## src/rtl/ama_riscv_spec_ctrl.sv

```systemverilog
// Speculation controller: tracks one in-flight conditional branch, reports resolve/outcome for predictor training,
// and redirects fetch on a mispredict. Optional SPEC_STATS_EN adds saturating resolve/mispredict counters.
module ama_riscv_spec_ctrl #(
    parameter int unsigned ARCH_W = 32,
    parameter int unsigned STAT_W = 32
) (
    input  logic              clk,
    input  logic              rst,
    input  logic              pipe_stall,
    input  logic              dec_branch,
    input  logic [ARCH_W-1:0] dec_pc,
    input  logic [ARCH_W-1:0] dec_br_tgt,
    input  logic              bp_pred,
    input  logic              exe_br_valid,
    input  logic              exe_br_taken,
    output logic              spec_enter,
    output logic              spec_resolve,
    output logic              br_res,
    output logic [ARCH_W-1:0] pc_exe,
    output logic              dec_hold,
    output logic              flush,
    output logic              redirect,
    output logic [ARCH_W-1:0] redirect_pc,
    output logic              spec_err,
    output logic [STAT_W-1:0] stat_br_cnt,
    output logic [STAT_W-1:0] stat_mp_cnt
);

    localparam logic [1:0] IDLE    = 2'd0;
    localparam logic [1:0] SPEC    = 2'd1;
    localparam logic [1:0] RECOVER = 2'd2;

    logic [1:0]        state;
    logic [1:0]        state_nxt;
    logic              pred_q;
    logic [ARCH_W-1:0] tgt_q;
    logic [ARCH_W-1:0] fall_q;
    logic              mispredict;

    assign spec_resolve = (state == SPEC) & exe_br_valid;
    assign br_res       = exe_br_taken;
    assign mispredict   = spec_resolve & (exe_br_taken != pred_q);
    assign spec_enter   = dec_branch & ~pipe_stall & ~dec_hold;

    // Decode hold: wrong-path decode on mispredict, recovery bubble, or a second branch while one is in flight
    always_comb begin
        dec_hold = 1'b0;
        case (state)
            SPEC: begin
                if (exe_br_valid) dec_hold = mispredict;
                else              dec_hold = dec_branch;
            end
            RECOVER: dec_hold = 1'b1;
            default: dec_hold = 1'b0;
        endcase
    end

    always_ff @(posedge clk or posedge rst) begin
        if (rst) state <= IDLE;
        else     state <= state_nxt;
    end

    always_comb begin
        state_nxt = state;
        case (state)
            IDLE: begin
                if (spec_enter) state_nxt = SPEC;
            end
            SPEC: begin
                if (exe_br_valid) begin
                    if (mispredict)      state_nxt = RECOVER;
                    else if (spec_enter) state_nxt = SPEC;
                    else                 state_nxt = IDLE;
                end
            end
            RECOVER: state_nxt = IDLE;
            default: state_nxt = IDLE;
        endcase
    end

    // Window capture; spec_enter is already gated by dec_hold so it covers back-to-back entry too
    always_ff @(posedge clk or posedge rst) begin
        if (rst) begin
            pc_exe <= '0;
            pred_q <= 1'b0;
            tgt_q  <= '0;
            fall_q <= '0;
        end else if (spec_enter) begin
            pc_exe <= dec_pc;
            pred_q <= bp_pred;
            tgt_q  <= dec_br_tgt;
            fall_q <= dec_pc + ARCH_W'(4);
        end
    end

    always_ff @(posedge clk or posedge rst) begin
        if (rst) begin
            flush       <= 1'b0;
            redirect    <= 1'b0;
            redirect_pc <= '0;
            spec_err    <= 1'b0;
        end else begin
            flush    <= mispredict;
            redirect <= mispredict;
            if (mispredict) redirect_pc <= exe_br_taken ? tgt_q : fall_q;
            if ((state == IDLE) && exe_br_valid) spec_err <= 1'b1;
        end
    end

`ifdef SPEC_STATS_EN
    localparam logic [STAT_W-1:0] STAT_MAX = '1;

    always_ff @(posedge clk or posedge rst) begin
        if (rst) begin
            stat_br_cnt <= '0;
            stat_mp_cnt <= '0;
        end else begin
            if (spec_resolve && (stat_br_cnt != STAT_MAX)) stat_br_cnt <= stat_br_cnt + STAT_W'(1);
            if (mispredict && (stat_mp_cnt != STAT_MAX))   stat_mp_cnt <= stat_mp_cnt + STAT_W'(1);
        end
    end
`else
    assign stat_br_cnt = '0;
    assign stat_mp_cnt = '0;
`endif

endmodule

```

## config.mk

```make
export PLATFORM = sky130hd
export DESIGN_NAME = ama_riscv_spec_ctrl
export DESIGN_NICKNAME = d
export VERILOG_FILES = /design/src/rtl/ama_riscv_spec_ctrl.sv
export SDC_FILE = /design/constraint.sdc
export NUM_CORES = 1
export LEC_CHECK = 0
export BUFFER_PORTS_ARGS = -buffer_cell sky130_fd_sc_hd__buf_2
export CORE_UTILIZATION = 51
export DETAILED_ROUTE_END_ITERATION = 8
export GPL_TIMING_DRIVEN = 0
export PLACE_DENSITY = 0.91
export SLEW_MARGIN = 10
export SYNTH_ARGS = -nofsm -noshare
export SYNTH_HDL_FRONTEND = slang
export SYNTH_SLANG_ARGS = --single-unit
```

## constraint.sdc

```tcl
create_clock -name clk -period 4.6 [get_ports clk]
set_clock_uncertainty 0.1 [all_clocks]
set_input_delay 0.23 -clock clk [delete_from_list [all_inputs] [get_ports clk]]
set_output_delay 0.23 -clock clk [all_outputs]
set_load 0.01 [all_outputs]
```

# ---- After elaboration in Yosys (flattened, before gate mapping)
# Cells that the tools add are included.
dict set report op_classes {
  addsub 1
  eq_ne 5
  muxes 8
  bitwise_logic 6
  n_reduce_logical 3
}
# operator count
set op_table {}
lappend op_table {{$add A32 B3 Y32 const B} 1}
lappend op_table {{$mux W32} 1}
lappend op_table {{$mux W2} 3}
lappend op_table {{$and A1 B1 Y1} 4}
lappend op_table {{$ne A2 B2 Y1 const B} 2}
lappend op_table {{$pmux W2 S2} 1}
lappend op_table {{$eq A2 B1 Y1 const B} 1}
lappend op_table {{$eq A2 B2 Y1 const B} 1}
lappend op_table {{$logic_not A2 Y1} 1}
lappend op_table {{$mux W1} 2}
lappend op_table {{$not A1 Y1} 2}
lappend op_table {{$pmux W1 S2} 1}
lappend op_table {{$reduce_and A2 Y1} 1}
lappend op_table {{$logic_and A1 B1 Y1} 1}
lappend op_table {{$ne A1 B1 Y1} 1}
dict set report word_totals {
  regBits 133
  inputBits 71
  wordCells 31
}

# ---- Logic depth before layout (Yosys ltp)
dict set report logic_depth {
  word_depth 11
  mapped_depth 9
  ltp_nobuf 7
}

# ---- Worst setup path after synthesis
# No wires, ideal clock.
dict set report synth_timing {
  kind {register -> register}
  from {register state[0]}
  to {register pc_exe[0]}
  setup_ns 0.125
  arrival_time_ns 1.853
  required_time_ns 4.375
  setup_slack_ns 2.522
  path_stages_with_launch 8
  path_buffers 1
  period_less_slack_ns 2.078
  cell_sequence {dfrtp_1 inv_1 ha_1 nor4bb_1 a22oi_1 inv_2 buf_1 mux2_2}
}
dict set report synth_via {
  elab_chain_cells 7
  elab_cells_between_ends 8
  cone_classes {eq/ne: 2; mux: 2; bitwise: 4}
}
# item line
set synth_lines {}
lappend synth_lines {{start, declared} 33} ;# logic [1:0] state;
lappend synth_lines {{start signal, assigned} 60} ;# else state <= state_nxt;
lappend synth_lines {{$eq A2 B1 Y1} {40, 48}}
lappend synth_lines {{$and A1 B1 Y1} 40} ;# assign spec_resolve = (state == SPEC) & exe_br_valid;
lappend synth_lines {{$and A1 B1 Y1} 42} ;# assign mispredict = spec_resolve & (exe_br_taken != pred_q);
lappend synth_lines {{$mux W1} 50} ;# if (exe_br_valid) dec_hold = mispredict;
lappend synth_lines {{$pmux W1 S2 (*)} 48} ;# case (state)
lappend synth_lines {{$not A1 Y1 (*)} 43} ;# assign spec_enter = dec_branch & ~pipe_stall & ~dec_hold;
lappend synth_lines {{$and A1 B1 Y1 (*)} 43}
lappend synth_lines {{end signal, assigned} 89} ;# pc_exe <= dec_pc;
lappend synth_lines {{end, declared} 19} ;# output logic [ARCH_W-1:0] pc_exe,
# Mark *: on every way between the ends. The rest lies on a longest branch, timed or not.
# A chain may end at the register's enable or synchronous reset.

# ---- Worst setup path after layout
dict set report layout_timing {
  from {register state[0]}
  to {output port spec_enter}
}
dict set report layout_via {
  elab_chain_cells 7
  elab_cells_between_ends 8
  cone_classes {eq/ne: 2; mux: 2; bitwise: 4}
}
# item line
set layout_lines {}
lappend layout_lines {{$eq A2 B1 Y1} {40, 48}}
lappend layout_lines {{$and A1 B1 Y1} 40}
lappend layout_lines {{$and A1 B1 Y1} 42}
lappend layout_lines {{$mux W1} 50}
lappend layout_lines {{$pmux W1 S2 (*)} 48}
lappend layout_lines {{$not A1 Y1 (*)} 43}
lappend layout_lines {{$and A1 B1 Y1 (*)} 43}
lappend layout_lines {{end, declared} 16} ;# output logic spec_enter,
# Marked as above.

==> results.json <==
{
  "post-dp-hpwl_um": 11060,
  "post_drt_wl_per_cell_um": 16.14,
  "power.switching_mw": 1.694,
  "htreeDepth": 4,
  "antenna_found_initial": 0,
  "num_antenna_cells": 0,
  "combPwrFrac_pct": 32.8,
  "crit_type": "reg -> out",
  "end_kind": "output pin",
  "peakVddDrop_mv": 0.4041,
  "worst-slew-pin-transition_ns": 0.8287,
  "place_worst_setup_slack_ns": 1.888,
  "cap_violations": 0,
  "initial_core_util_pct": 52.67,
  "grt_usage_pct": 26.36,
  "area_growth_pct": 34.88,
  "rsz0062_at_grt": "false",
  "crit_buf_inv": 5,
  "period_needed_ns": 3.057,
  "grt_pass1_wl_um": 25730,
  "power.share.clock_pct": 27.4,
  "grt_max_degree": 72,
  "placed_area_um2": 7532,
  "crit_family": "buffers and inverters",
  "drive_gt1_share_pct": 37.77,
  "cts-root-buf": "clkbuf_16",
  "critical_path.max_stage_delay_ns": 0.39,
  "fin_total_pwr_mw": 5.198,
  "ys_warn_count": 0,
  "internal-power_mw": 3.504,
  "drv_slew": 0,
  "clock_latency_ns": 0.42,
  "arrival_ns": 2.73,
  "switching_share_pct": 32.59,
  "yosysTopAreaCellShare_pct": 51.61,
  "clockBufferDepth": 2,
  "fmax_ghz": 0.3271,
  "cpMaxStageDelayCell": "clkbuf_1",
  "worstPathRequired_ns": 4.27,
  "grt-ovfl-total": 0,
  "status": "finished, final reports clean",
  "max-slew-margin-rel_pct": 44.75,
  "hp-class": "in -> reg",
  "power_density_nw_per_um2": 606.7,
  "cp_max_fo": 10,
  "synthesis.area_um2": 6352,
  "row_count": 40,
  "syn_avg_cell_area_um2": 11.22,
  "cts_buffers": 17,
  "synthCells": 566,
  "drtPass1Iterations": 5,
  "remaining_drc_errors": 0,
  "clk_pin_slew_ns": 0.06,
  "fin_tns_setup_ns": 0,
  "path_cells": "inv_1 -> ha_1 -> nor4bb_1 -> a22oi_1 -> inv_2 -> clkbuf_8 -> clkbuf_1 -> buf_2",
  "design_area_um2": 8568,
  "grt_pass1_vias": 5146,
  "p_seq_share_pct": 39.8,
  "io_buffers": 140,
  "ant_nets": 0,
  "yosysSeqAreaShare_pct": 51.61,
  "postSynthRegisterBits": 131,
  "nFillCells": 867,
  "crit_path_start_kind": "flop",
  "placeableCoreArea_um2": 12060,
  "nNetsFinal": 905,
  "ctsResizeCount": 0,
  "drt_iter0_drc": 300,
  "totalWireLength_um": 16300,
  "route.vias.total": 5076,
  "leakage_nw": 4.036,
  "die_x_um": 113.6,
  "place_congestion": 0.8273,
  "cts_tree": "yes",
  "finalCritPeriodShare_pct": 66.46,
  "yosysUniqueCellTypes": 45,
  "layout_setup_ws_ns": 1.543,
  "hold_viol_final": 0,
  "setup-violations-final": 0,
  "cts_num_sinks": 131,
  "io_pins": 206,
  "synthTopCellsByArea": "dfrtp_1 52%, mux2_2 12%, buf_4 8.0%",
  "die_h_um": 113.6,
  "drt-vias-per-instance": 5.026,
  "die_area_um2": 12910,
  "synth.largest_area_cell": "dfrtp_1"
}
-- power groups by stage --
stage	logic, mW	registers, mW	clock network [mW]
after floorplan	0.967	2.12	0
after global placement	1.59	2.05	0
after detailed placement	1.66	2.08	0
after CTS	1.71	2.06	1.44
after global routing	1.87	2.13	1.49
final	1.71	2.07	1.42
-- cell type report --
type | instances | area, um2 | area share [%]
buffer | 98 | 658.1 | 7.681
clock buffer | 21 | 470.5 | 5.491
clock inverter | 10 | 155.1 | 1.811
inverter | 7 | 31.28 | 0.3651
multi-input combinational | 393 | 2626 | 30.65
sequential | 131 | 3278 | 38.26
tap | 168 | 210.2 | 2.453
timing repair buffer | 182 | 1139 | 13.29
-- stage by stage --
step	utilization, %	hold WS (ns)	instances
floorplan	-	0.2147	629
global placement	62.18	0.3326	937
detailed placement	62.45	0.2401	938
CTS	71.04	0.0005883	1010
global route	71.04	0.01335	1010
finish	71.04	0.02028	1010
-- placed cells by master, fill, tap and decap left out, types with 3 or more instances in the layout --
cell	count
conb_1	64
clkinv_2	4
nand2_1	14
inv_1	5
nor4_1	5
clkbuf_1	16
buf_2	143
xnor2_1	8
or4_1	13
nand3_1	11
dlygate4sd3_1	41
o31ai_1	12
ha_1	4
a31oi_1	13
nand4_1	5
mux2_2	65
buf_4	68
buf_1	8
bufinv_16	4
nor2_1	61
dfrtp_1	131
mux2i_1	33
clkbuf_16	17
a21oi_1	49
clkbuf_8	6
and3_1	3
xor2_1	8
-- timing repair --
action                                 CTS  global route
endpoints found under the hold margin  100             0
hold buffers                            41             0
setup buffers                            0             0
-- Yosys cell counts, drive strengths merged --
library cell  instances
o21a                  1
and2                  1
clkbuf               19
nand4                 6
nor2b                 2
or4                  13
nor4bb                1
nand3                12
o31ai                12
and4                  3
and3                  4
dfrtp               131
a22oi                 1
a211o                 1
a311oi                1
or4b                  1
xnor2                 8
a21o                  1
nor2                 61
mux2i                33
inv                   7
or3                   2
o211a                 1
ha                    4
buf                  79
a31oi                13
nand2                14
a21oi                49
a21boi                1
or2                   1
xor2                  8
mux2                 65
nor4                  5
o21ai                 2
conb                  1
nor3                  2
-- logic make-up (layout without fill, tap and decap cells) --
group           after synthesis  in the layout  share of synthesized area [%]
flops                       131            131                          51.61
mux                          98             98                          16.72
compound gates               83             83                          7.623
xor+xnor                     16             16                          2.206
other cells                   1             64                        0.05903
buf+inv                     105            318                          10.77
fa+ha+maj                     4              4                         0.7879
simple gates                128            128                          10.22
-- routing by layer --
layer  routed length (um)  GRT usage [%]  vias to the layer above
met5                    0              0                        -
met4                  301          11.84                        0
met3                  917          6.111                       26
met2                 8194          44.72                      190
met1                 6891          32.10                     2464
li1                     -              -                     2396
-- path summary, 6_finish.rpt --
kind | slack (ns) | depth (start not counted) | start | endpoint
min reg2reg | 0.36 | 1 | spec_err | spec_err
max in group asynchronous | 3.33 | 4 | rst | tgt_q[12]
min in group asynchronous | 0.33 | 3 | rst | redirect_pc[19]
max reg2reg | 1.92 | 7 | state[0] | tgt_q[31]
max | 1.54 | 8 | state[0] | spec_enter
min | 0.02 | 2 | dec_pc[15] | pc_exe[15]
-- flip-flops by register name, indices dropped and copies added (netlist names) --
| name | count |
|---|---|
| state | 2 |
| fall_q | 30 |
| spec_err | 1 |
| redirect_pc | 32 |
| pred_q | 1 |
| pc_exe | 32 |
| redirect | 1 |
| tgt_q | 32 |
-- worst reg2reg max path, cell delays in order, from the launching register on --
cell and delay, ns:
dfrtp_1 0.35, inv_1 0.08, ha_1 0.25, nor4bb_1 0.32
a22oi_1 0.27, inv_2 0.22, buf_1 0.56, mux2_2 0.42
Note: power is estimated with default switching activity, not from simulation.
